## src/rtl/mastermind_scoreboard_if.sv

```systemverilog
// Bundle of the result/control inputs and status/history outputs of the
// Mastermind scoreboard; master is the game controller, slave is the scoreboard.
interface mastermind_scoreboard_if;
    logic       result_valid;
    logic [2:0] red;
    logic [2:0] white;
    logic       new_game;
    logic [2:0] hist_idx;
    logic [1:0] game_state;
    logic       accept_guess;
    logic [3:0] guess_count;
    logic [2:0] last_red;
    logic [2:0] last_white;
    logic [2:0] hist_red;
    logic [2:0] hist_white;
    logic       hist_valid;
    logic       error;

    modport master (
        output result_valid, red, white, new_game, hist_idx,
        input  game_state, accept_guess, guess_count, last_red, last_white,
               hist_red, hist_white, hist_valid, error
    );

    modport slave (
        input  result_valid, red, white, new_game, hist_idx,
        output game_state, accept_guess, guess_count, last_red, last_white,
               hist_red, hist_white, hist_valid, error
    );
endinterface

```

## src/rtl/mastermind_scoreboard.sv

```systemverilog
// Mastermind game scoreboard: counts scored guesses, decides WIN/LOSE and
// flags malformed results. Define MASTERMIND_HISTORY_EN for per-guess history.
module mastermind_scoreboard #(
    parameter int MAX_GUESSES = 8
) (
    input logic                     clk,
    input logic                     resetn,
    mastermind_scoreboard_if.slave  bus
);

    typedef enum logic [1:0] {
        PLAY = 2'd0,
        WIN  = 2'd1,
        LOSE = 2'd2
    } state_e;

    state_e     state, state_nxt;
    logic [3:0] guess_count;
    logic [2:0] last_red, last_white;
    logic       error_q;

    logic [3:0] rw_sum;
    logic       well_formed;
    logic       in_play;
    logic       accept;
    logic       malformed;
    logic       last_guess;

    // A perfect score leaves no pegs for white, so (4,w>0) is malformed too.
    assign rw_sum      = {1'b0, bus.red} + {1'b0, bus.white};
    assign well_formed = (bus.red <= 3'd4) && (bus.white <= 3'd4) && (rw_sum <= 4'd4)
                         && !((bus.red == 3'd4) && (bus.white != 3'd0));
    assign in_play     = (state == PLAY);
    assign accept      = in_play && bus.result_valid && !bus.new_game && well_formed;
    assign malformed   = in_play && bus.result_valid && !bus.new_game && !well_formed;
    assign last_guess  = ((guess_count + 4'd1) == 4'(MAX_GUESSES));

    // NOTE: state registers use non-blocking assignments so every flop samples pre-edge values.
    always_ff @(posedge clk) begin
        if (!resetn) state <= PLAY;
        else         state <= state_nxt;
    end

    // NOTE: the default assignment first keeps this block free of inferred latches.
    always_comb begin
        state_nxt = state;
        if (bus.new_game) begin
            state_nxt = PLAY;
        end else if (accept) begin
            if (bus.red == 3'd4)  state_nxt = WIN;
            else if (last_guess)  state_nxt = LOSE;
        end
    end

    always_comb begin
        bus.game_state   = state;
        bus.accept_guess = (state == PLAY);
    end

    always_ff @(posedge clk) begin
        if (!resetn) begin
            guess_count <= 4'd0;
            last_red    <= 3'd0;
            last_white  <= 3'd0;
            error_q     <= 1'b0;
        end else if (bus.new_game) begin
            guess_count <= 4'd0;
            last_red    <= 3'd0;
            last_white  <= 3'd0;
            error_q     <= 1'b0;
        end else if (accept) begin
            guess_count <= guess_count + 4'd1;
            last_red    <= bus.red;
            last_white  <= bus.white;
        end else if (malformed) begin
            error_q     <= 1'b1;
        end
    end

    assign bus.guess_count = guess_count;
    assign bus.last_red    = last_red;
    assign bus.last_white  = last_white;
    assign bus.error       = error_q;

`ifdef MASTERMIND_HISTORY_EN
    logic [5:0] hist_mem [8];
    logic [5:0] hist_word;

    // NOTE: the history array is reset explicitly because stored entries must read back as zero after reset.
    always_ff @(posedge clk) begin
        if (!resetn) begin
            for (int i = 0; i < 8; i++) hist_mem[i] <= 6'd0;
        end else if (accept) begin
            hist_mem[guess_count[2:0]] <= {bus.red, bus.white};
        end
    end

    // Validity comes from guess_count, so new_game invalidates every entry at once.
    assign bus.hist_valid = ({1'b0, bus.hist_idx} < guess_count);
    assign hist_word      = hist_mem[bus.hist_idx];
    assign bus.hist_red   = bus.hist_valid ? hist_word[5:3] : 3'd0;
    assign bus.hist_white = bus.hist_valid ? hist_word[2:0] : 3'd0;
`else
    logic unused_hist_idx;
    assign unused_hist_idx = ^bus.hist_idx;
    assign bus.hist_valid  = 1'b0;
    assign bus.hist_red    = 3'd0;
    assign bus.hist_white  = 3'd0;
`endif

endmodule

```

## src/flat_wrapper.sv

```systemverilog
// flat-port wrapper written by rule: the top's interface ports become plain ports
module mastermind_scoreboard_flat 
#(
    parameter int MAX_GUESSES = 8
)
  (clk, resetn, bus_result_valid, bus_red, bus_white, bus_new_game, bus_hist_idx, bus_game_state, bus_accept_guess, bus_guess_count, bus_last_red, bus_last_white, bus_hist_red, bus_hist_white, bus_hist_valid, bus_error);
  mastermind_scoreboard_if bus_i ();
  input logic clk;
  input logic resetn;
  input wire logic [$bits(bus_i.result_valid)-1:0] bus_result_valid;
  input wire logic [$bits(bus_i.red)-1:0] bus_red;
  input wire logic [$bits(bus_i.white)-1:0] bus_white;
  input wire logic [$bits(bus_i.new_game)-1:0] bus_new_game;
  input wire logic [$bits(bus_i.hist_idx)-1:0] bus_hist_idx;
  output wire logic [$bits(bus_i.game_state)-1:0] bus_game_state;
  output wire logic [$bits(bus_i.accept_guess)-1:0] bus_accept_guess;
  output wire logic [$bits(bus_i.guess_count)-1:0] bus_guess_count;
  output wire logic [$bits(bus_i.last_red)-1:0] bus_last_red;
  output wire logic [$bits(bus_i.last_white)-1:0] bus_last_white;
  output wire logic [$bits(bus_i.hist_red)-1:0] bus_hist_red;
  output wire logic [$bits(bus_i.hist_white)-1:0] bus_hist_white;
  output wire logic [$bits(bus_i.hist_valid)-1:0] bus_hist_valid;
  output wire logic [$bits(bus_i.error)-1:0] bus_error;
  assign bus_i.result_valid = bus_result_valid;
  assign bus_i.red = bus_red;
  assign bus_i.white = bus_white;
  assign bus_i.new_game = bus_new_game;
  assign bus_i.hist_idx = bus_hist_idx;
  assign bus_game_state = bus_i.game_state;
  assign bus_accept_guess = bus_i.accept_guess;
  assign bus_guess_count = bus_i.guess_count;
  assign bus_last_red = bus_i.last_red;
  assign bus_last_white = bus_i.last_white;
  assign bus_hist_red = bus_i.hist_red;
  assign bus_hist_white = bus_i.hist_white;
  assign bus_hist_valid = bus_i.hist_valid;
  assign bus_error = bus_i.error;
  mastermind_scoreboard #(.MAX_GUESSES(MAX_GUESSES)) u_core (.clk(clk), .resetn(resetn), .bus(bus_i));
endmodule
```

## config.mk

```make
export PLATFORM = sky130hd
export DESIGN_NAME = mastermind_scoreboard_flat
export DESIGN_NICKNAME = d
export VERILOG_FILES = /design/src/rtl/mastermind_scoreboard_if.sv /design/src/rtl/mastermind_scoreboard.sv /design/src/flat_wrapper.sv
export SDC_FILE = /design/constraint.sdc
export NUM_CORES = 1
export LEC_CHECK = 0
export CAP_MARGIN = 20
export CORE_MARGIN = 2
export CORE_UTILIZATION = 41
export DETAILED_ROUTE_END_ITERATION = 8
export PLACE_DENSITY = 0.77
export SLEW_MARGIN = 20
export SYNTH_ARGS = -nofsm -noshare
export SYNTH_HDL_FRONTEND = slang
export SYNTH_SLANG_ARGS = --single-unit
```

## constraint.sdc

```tcl
create_clock -name clk -period 2.3 [get_ports clk]
set_clock_uncertainty 0.15 [all_clocks]
set_input_delay 0.46 -clock clk [delete_from_list [all_inputs] [get_ports clk]]
set_output_delay 0.46 -clock clk [all_outputs]
set_load 0.05 [all_outputs]
```

==> results of run 1 <==
## registers in the layout, summed over array words and instances (netlist names)
| name | flops |
|---|---|
| u_core.bus.error | 1 |
| u_core.bus.guess_count | 4 |
| u_core.bus.last_white | 3 |
| u_core.bus.game_state | 2 |
| u_core.bus.last_red | 3 |
## cell usage in the layout, fill, tap and decap left out, drive strengths merged, types with 2 or more instances in the layout
master / instances
clkdlybuf4s50: 19
o21ai: 2
nand2b: 4
conb: 7
ha: 4
nor2: 2
nand2: 21
clkbuf: 6
mux2i: 10
dlygate4sd2: 2
and4: 3
o21a: 2
dfxtp: 13
inv: 4
buf: 12
## stage by stage
step	utilization	setup TNS, ns	hold slack, ns	cell area (µm²)
floorplan	-	0	0.452	842
global placement	0.573	-5.02	0.295	1100
detailed placement	0.573	-5.65	0.306	1100
CTS	0.596	0	0.318	1150
global route	0.592	0	0.338	1140
finish	0.592	0	0.313	1140
## power by group through the flow
stage	Sequential, mW	Combinational [mW]	Clock [mW]
2_1_floorplan	0.238	0.0786	0
3_3_place_gp	0.233	0.119	0
3_5_place_dp	0.233	0.121	0
4_1_cts	0.228	0.123	0.146
5_1_grt	0.228	0.133	0.155
6_report	0.228	0.124	0.141
## path summary, 6_finish.rpt
kind | startpoint | endpoint | cells after the start
setup / recovery | bus_white[2] | u_core.bus.last_white[2] | 6
hold / removal | u_core.bus.last_red[1] | u_core.bus.last_red[1] | 2
setup reg to reg | u_core.bus.game_state[1] | u_core.bus.last_white[2] | 3
hold reg to reg | u_core.bus.last_red[1] | u_core.bus.last_red[1] | 2
## worst max-delay path: cells and delay by family
family	cells	cell delay, ns
and+or+nand+nor	1	0.33
adders and majority gates	1	0.34
muxes	1	0.20
AOI/OAI and AO/OA	1	0.31
buffers and inverters	1	0.45
xor gates and xnor gates	1	0.15
## per-layer routing
metal / vias up / share of wire
li1: 363 / -
met1: 337 / 0.43
met2: 20 / 0.51
met3: 4 / 0.039
met4: 0 / 0.020
met5: - / 0
## logic make-up (layout without fill, tap and decap cells)
logic type	Yosys count	in the layout
buffers and inverters	14	43
other	1	7
adder cells (fa/ha/maj)	5	5
AND/OR/NAND/NOR	35	36
AO/OA/AOI/OAI	9	9
multiplexers	10	10
XOR/XNOR	2	2
flip-flops	13	13
## repair_timing
item,CTS,global route
endpoints found under the setup margin,13,12
endpoints found under the hold margin,0,0
gates resized for setup,8,3
pin swaps,4,3
gates cloned,1,0
buffers inserted,1,0
## area by class of cell
cell class / count / area, µm² / area share
inverters: 4 / 15.0 / 0.0132
clock buffers: 4 / 26.3 / 0.0231
multi-input cells: 69 / 495 / 0.435
repair buffers: 35 / 308 / 0.270
flip-flops and latches: 13 / 260 / 0.229
well taps: 27 / 33.8 / 0.0297
==> results.env, run 1 <==
PLACED_CELLS=146
LARGEST_CELLS_BY_AREA_AFTER_SYNTHESIS='dfxtp_1 32%, mux2i_1 12%, nand2_1 9.6%, buf_4 6.4%, ha_1 6.1%'
SYNTH_XOR_XNOR_AREA_SHARE=0.0214
CTS-HTREE-LEVELS=1
STATUS='completed'
SYNTH.YOSYS.WARNINGS=0
SW_FRAC_OF_TOTAL=0.302
LARGEST_VOLTAGE_DROP_ON_THE_VDD_NET_V=0.000247
CLOCK.FMAX_MHz=459
SETUP.WORST_PATH.CLASS='primary input to flip-flop'
WORST_HOLD_PATH_TYPE='flip-flop to flip-flop'
GLOBALROUTE.BUSIESTLAYER='met2'
ROUTED-VIA-COUNT=724
WORSTPATHARRIVAL_NS=2.23
SYNTH.YOSYS.SEQ_AREA_SHARE=0.318
TIMING.CRITICAL_PATH.TO_TYPE='flip-flop'
POSTSYNTHAREAPERCELL_UM2=9.21
TRITONCTS_NUM_SINKS=13
YS_DOMINANT_REG_CELL='dfxtp_1'
SYNTH_FA_HA_AREA_FRAC=0.0855
COREAREA_MM2=0.00192
TIMING.CRITICAL_PATH.CELLS='clkdlybuf4s50_1 > ha_1 > xnor2_1 > a211oi_2 > and4_4 > mux2i_1'
DP.FINAL_HPWL_UM=1300
TIMING.CRITICAL_PATH.SLOWEST_STAGE_CELL='clkdlybuf4s50_1'
CLKSLEWWORSTSETUPHOLDPATHS_NS=0.08
PORT_BUFFERS=23
COMBINATIONALPOWERSHARE=0.252
POST_ROUTE_ANT_NETS=0
SYNTH_SIMPLE_GATE_AREA_SHARE=0.226
SETUP_VIOL=0
PWR_DENSITY_CELL_mW_PER_MM2=432
GRT_PASS1_WL_UM=2900
FINAL-INSTANCE-COUNT-EXCL-FILL=152
VIAS_PER_CELL=4.76
NUM_IO_PINS=34
GRT_MAX_DEGREE=20
SYNTH_TOP_FAMILY_BY_AREA='simple AND/OR/NAND/NOR gates'
TIMING.CRITICAL_PATH.FROM_TYPE='primary input'
SYNTH-COMPOUND-AREA-SHARE=0.0977
HORIZONTAL_EXTENT_OF_THE_DIE_UM=48.7
GPL.FINAL_WEIGHTED_CONGESTION=0.832
P_INT_mW=0.344
SYNTHMUXAREASHARE=0.122
TIMING_MAX_TRANSITION_VIOLATIONS_FINAL=0
USE_MET3=0.0278
YS_TYPES=31
FINALNETCOUNT=144
TIMING.REG2REG.SETUP_SLACK_NS=0.67
DESIGN.DIE.AREA_MM2=0.00237
MET1_USE_GR=0.170
YOSYS.AREA.TOP_TYPE='dfxtp_1'
N_ANTENNA_CELL=0
POST-SYNTH-TOP-COUNT-CELL='nand2_1'
REPORT.FINAL.HOLD_VIOL_COUNT=0
CLOCKPOWERSHARE=0.286
SYN_INST=89
CTS_BUFS_INSERTED=3
SYNTH_AREA_UM2=820
NUM-FILL-CELLS=179
DETAIL_ROUTE.FIRST_PASS.ITERATIONS=3
CLOCK_LATENCY_NS=0.27
GRT_USAGE=0.153
GROUTE.LAYER.MET2.USAGE=0.279
CRIT_PATH_MAX_FANOUT=5
CTS-HOLD-FIX-BUFFERS=0
POSTROUTEWIRELENGTH_UM=1740
STD_CELL_ROWS=16
CRITPATHREQUIREDTIME_NS=2.35
FINAL_MIN_PERIOD_OVER_CLOCK_PERIOD=0.947
NUMBER_OF_ANTENNA_VIOLATIONS_AT_THE_FIRST_CHECK_IN_GLOBAL_ROUTING=0
SEQUENTIALPOWERSHARE=0.462
WORST_PIN_SLEW_NS=0.500
DIEHEIGHT_UM=48.7
PRECTSSETUPSLACK_NS=-0.490
SYN_TO_FINAL_GROWTH_PCT=38.9
SYNTH_ENABLE_FLOP_CELLS=0
MAX-CAP-VIOLATIONS=0
UNREPAIRED_SETUP_ENDPOINTS_AFTER_GLOBAL_ROUTING='no'
CTS.PATH.MAX_BUFFERS=2
STARTING_UTILIZATION_OF_THE_CORE_AREA=0.426
CLOCKROOTBUFFER='clkbuf_4'
GLOBALROUTE.TOTALOVERFLOW=0
SYNTH.TOP_CELLS.BY_COUNT='21 x nand2_1, 13 x dfxtp_1, 10 x mux2i_1, 7 x buf_4'
NET-SWITCHING-POWER_mW=0.148
CELLLEAKAGEPOWER_nW=0.464
SLACK_OF_THE_CRITICAL_PATH_NS=0.121
POST-SYNTH-TOP-AREA-FRACTION=0.318
NUMBER_OF_SYNTHESIZED_REGISTER_BITS=13
POWER_mW=0.492
POST-ROUTE-DRC-COUNT=0
CTS_TREE='built'
CPPEAKSTAGEDELAY_NS=0.45
ASYNC_RESET_FF_FRAC=0
NUMBER_OF_GLOBAL_ROUTE_VIAS_BEFORE_REPAIR=691
LAYOUT-DRIVE-GT1-SHARE=0.200
WIRE_PER_INST_UM=11.4
TIGHTEST_SLEW_MARGIN_RELATIVE_TO_THE_LIMIT=0.665
FIRST_ITER_VIOLATIONS=3
FINAL.MIN_CLOCK_PERIOD_NS=2.18
Power figures use the tool's default switching activity.
==> inputs of run 2 (changes only) <==
- SLEW_MARGIN: 20 -> unset
==> results of run 2 <==
No change in the layout: final DEF, timing and power equal those of run 1.
==> inputs of run 3 (changes only) <==
- CORE_UTILIZATION: 41 -> 45
- DONT_BUFFER_PORTS: unset -> 1
- PLACE_DENSITY: 0.77 -> unset
==> run 3 against run 2 <==
  * Via count shrank 16%
  * Register-to-register slack gained 0.07 ns
  * Critical path type unchanged
  * Hold slack lost 0.14 ns
  * Highest routed layer unchanged
==> results.env, run 3 (synthesis results as in run 1) <==
STATUS='completed'  # unchanged
WORSTPATHARRIVAL_NS=1.98  # was 2.23 ns
FINAL.MIN_CLOCK_PERIOD_NS=1.93  # was 2.18 ns
NUMBER_OF_GLOBAL_ROUTE_VIAS_BEFORE_REPAIR=548  # was 691
WORST_HOLD_PATH_TYPE='primary input to flip-flop'  # was flip-flop to flip-flop
DIEHEIGHT_UM=46.7  # was 48.7 µm
CELLLEAKAGEPOWER_nW=0.363  # was 0.464 nW
CTS-HTREE-LEVELS=1  # unchanged
NUM_IO_PINS=34  # unchanged
HIGHEST_COUNT_CELLS_IN_THE_LAYOUT_IGNORING_FILL_AND_TAPS='21 x nand2_1, 13 x dfxtp_1, 10 x mux2i_1'  # was 21 x nand2_1, 19 x clkdlybuf4s50_1, 13 x dfxtp_1
PLACED_CELLS=119  # was 146
CTS-HOLD-FIX-BUFFERS=0  # unchanged
ROUTED-VIA-COUNT=605  # was 724
CLOCK.FMAX_MHz=519  # was 459 MHz
VIAS_PER_CELL=4.92  # was 4.76
FIRST_ITER_VIOLATIONS=4  # was 3
CTS_BUFS_INSERTED=3  # unchanged
N_ANTENNA_CELL=0  # unchanged
TIMING.CRITICAL_PATH.FROM_TYPE='primary input'  # unchanged
PORT_BUFFERS=0  # was 23
LARGEST_REG_FLOPS=4  # unchanged
FINAL.SETUP.TNS_NS=0  # unchanged
GRT_USAGE=0.150  # was 0.153
LAYOUT-DRIVE-GT1-SHARE=0.173  # was 0.200
CLKSLEWWORSTSETUPHOLDPATHS_NS=0.09  # was 0.08 ns
HORIZONTAL_EXTENT_OF_THE_DIE_UM=46.7  # was 48.7 µm
FINAL-INSTANCE-COUNT-EXCL-FILL=123  # was 152
POSTCTSSETUPBUFFERS=0  # was 1
SYN_TO_FINAL_GROWTH_PCT=7.33  # was 38.9%
CTS_TREE='built'  # unchanged
PWR_DENSITY_CELL_mW_PER_MM2=517  # was 432 mW/mm²
LARGEST_VOLTAGE_DROP_ON_THE_VDD_NET_V=0.000267  # was 0.000247 V
FINALCOREUTILIZATION=0.509  # was 0.592
NUMBER_OF_ANTENNA_VIOLATIONS_AT_THE_FIRST_CHECK_IN_GLOBAL_ROUTING=0  # unchanged
REGISTERS.TOP_BY_FF_COUNT='u_core.bus.guess_count'  # unchanged
WORST_PIN_SLEW_NS=0.571  # was 0.500 ns
CTS.PATH.MAX_BUFFERS=2  # unchanged
PRECTSSETUPSLACK_NS=0.0657  # was -0.490 ns
CPPEAKSTAGEDELAY_NS=0.37  # was 0.45 ns
SETUP.WORST_PATH.CLASS='primary input to flip-flop'  # unchanged
CLOCK_LATENCY_NS=0.27  # about the same
DETAIL_ROUTE.FIRST_PASS.ITERATIONS=4  # was 3
TIMING.CRITICAL_PATH.CELLS='ha_1 > inv_1 > fa_1 > xnor2_1 > a211oi_2 > and4_4 > mux2i_1'  # was clkdlybuf4s50_1 > ha_1 > xnor2_1 > a211oi_2 > and4_4 > mux2i_1
GRT_PASS1_WL_UM=2330  # was 2900 µm
STARTING_UTILIZATION_OF_THE_CORE_AREA=0.475  # was 0.426
STD_CELL_ROWS=15  # was 16
COREAREA_MM2=0.00173  # was 0.00192 mm²
POST-ROUTE-DRC-COUNT=0  # unchanged
TIMING.CRITICAL_PATH.TO_TYPE='flip-flop'  # unchanged
SETUP_VIOL=0  # unchanged
COMMONEST_NON_FILL_NON_TAP_CELL_IN_THE_LAYOUT='nand2_1'  # unchanged
DESIGN.DIE.AREA_MM2=0.00218  # was 0.00237 mm²
TIGHTEST_SLEW_MARGIN_RELATIVE_TO_THE_LIMIT=0.619  # was 0.665
FINAL_MIN_PERIOD_OVER_CLOCK_PERIOD=0.838  # was 0.947
POSTROUTEWIRELENGTH_UM=1400  # was 1740 µm
DP.FINAL_HPWL_UM=1110  # was 1300 µm
LAYOUT_TOP_REGISTERS='u_core.bus.guess_count: 4 flops, u_core.bus.last_red: 3 flops, u_core.bus.last_white: 3 flops'  # unchanged
FINALNETCOUNT=117  # was 144
CRIT_PATH_MAX_FANOUT=9  # was 5
POWER_mW=0.454  # was 0.492 mW
SLACK_OF_THE_CRITICAL_PATH_NS=0.372  # was 0.121 ns
UNREPAIRED_SETUP_ENDPOINTS_AFTER_GLOBAL_ROUTING='no'  # unchanged
GLOBALROUTE.TOTALOVERFLOW=0  # unchanged
GRT_MAX_DEGREE=14  # was 20
MAX-CAP-VIOLATIONS=0  # unchanged
GPL.FINAL_WEIGHTED_CONGESTION=0.676  # was 0.832
REPORT.FINAL.HOLD_VIOL_COUNT=0  # unchanged
CRITPATHREQUIREDTIME_NS=2.35  # about the same
CTS.REPAIR.RESIZED=0  # was 8
TRITONCTS_NUM_SINKS=13  # unchanged
POST_ROUTE_ANT_NETS=0  # unchanged
TIMING.CRITICAL_PATH.SLOWEST_STAGE_CELL='fa_1'  # was clkdlybuf4s50_1
WIRE_PER_INST_UM=11.4  # about the same
CLOCKROOTBUFFER='clkbuf_4'  # unchanged
TIMING_MAX_TRANSITION_VIOLATIONS_FINAL=0  # unchanged
## run 3: cell types whose count changed in the layout (fill, tap and decap cells not counted)
cell,change
clkbuf_2,-2
clkdlybuf4s50_1,-19
ha_2,-1
and4_4,-1
fa_2,-1
buf_4,-3
ha_1,+1
dlygate4sd2_1,-2
fa_1,+1
## run 3: final timing paths
check	startpoint	to	slack, ns	cells past startpoint
hold reg to reg	u_core.bus.guess_count[0]	u_core.bus.guess_count[0]	0.32	2
setup reg to reg	u_core.bus.game_state[1]	u_core.bus.guess_count[0]	0.74	3
hold / removal	bus_red[0]	u_core.bus.last_red[0]	0.17	2
setup / recovery	bus_white[0]	u_core.bus.guess_count[0]	0.37	7
## run 3: area by class of cell
cell class	count	area, µm²
inverter	4	15.0
tap	25	31.3
sequential	13	260
clock buffer	4	26.3
multi-input combinational	68	479
timing repair buffer	9	67.6
fill	181	847
## run 3: metal layers
metal	routed length [µm]	GRT usage	up-vias
met4	6	0.0667	0
li1	-	-	306
met5	0	0	-
met1	621	0.190	283
met3	64	0.0275	2
met2	708	0.247	14
## run 3: worst max-delay path, delay by kind of cell
kind            cells  cell delay, ns
fa+ha+maj           2            0.51
buf+inv             1            0.05
xor+xnor            1            0.14
simple gates        1            0.37
mux                 1            0.19
compound gates      1            0.25
## run 3: report_power, final
part / internal [mW] / switching (mW) / total (mW)
logic: 0.0264 / 0.0533 / 0.0797
registers: 0.226 / 0.00575 / 0.232
clock network: 0.0671 / 0.0753 / 0.142
total: 0.320 / 0.134 / 0.454
## run 3: through the flow
step / hold slack (ns) / area (µm²)
after CTS: 0.157 / 880
after global placement: 0.304 / 853
after floorplan: 0.452 / 842
after global routing: 0.159 / 880
after detailed placement: 0.316 / 853
final: 0.171 / 880
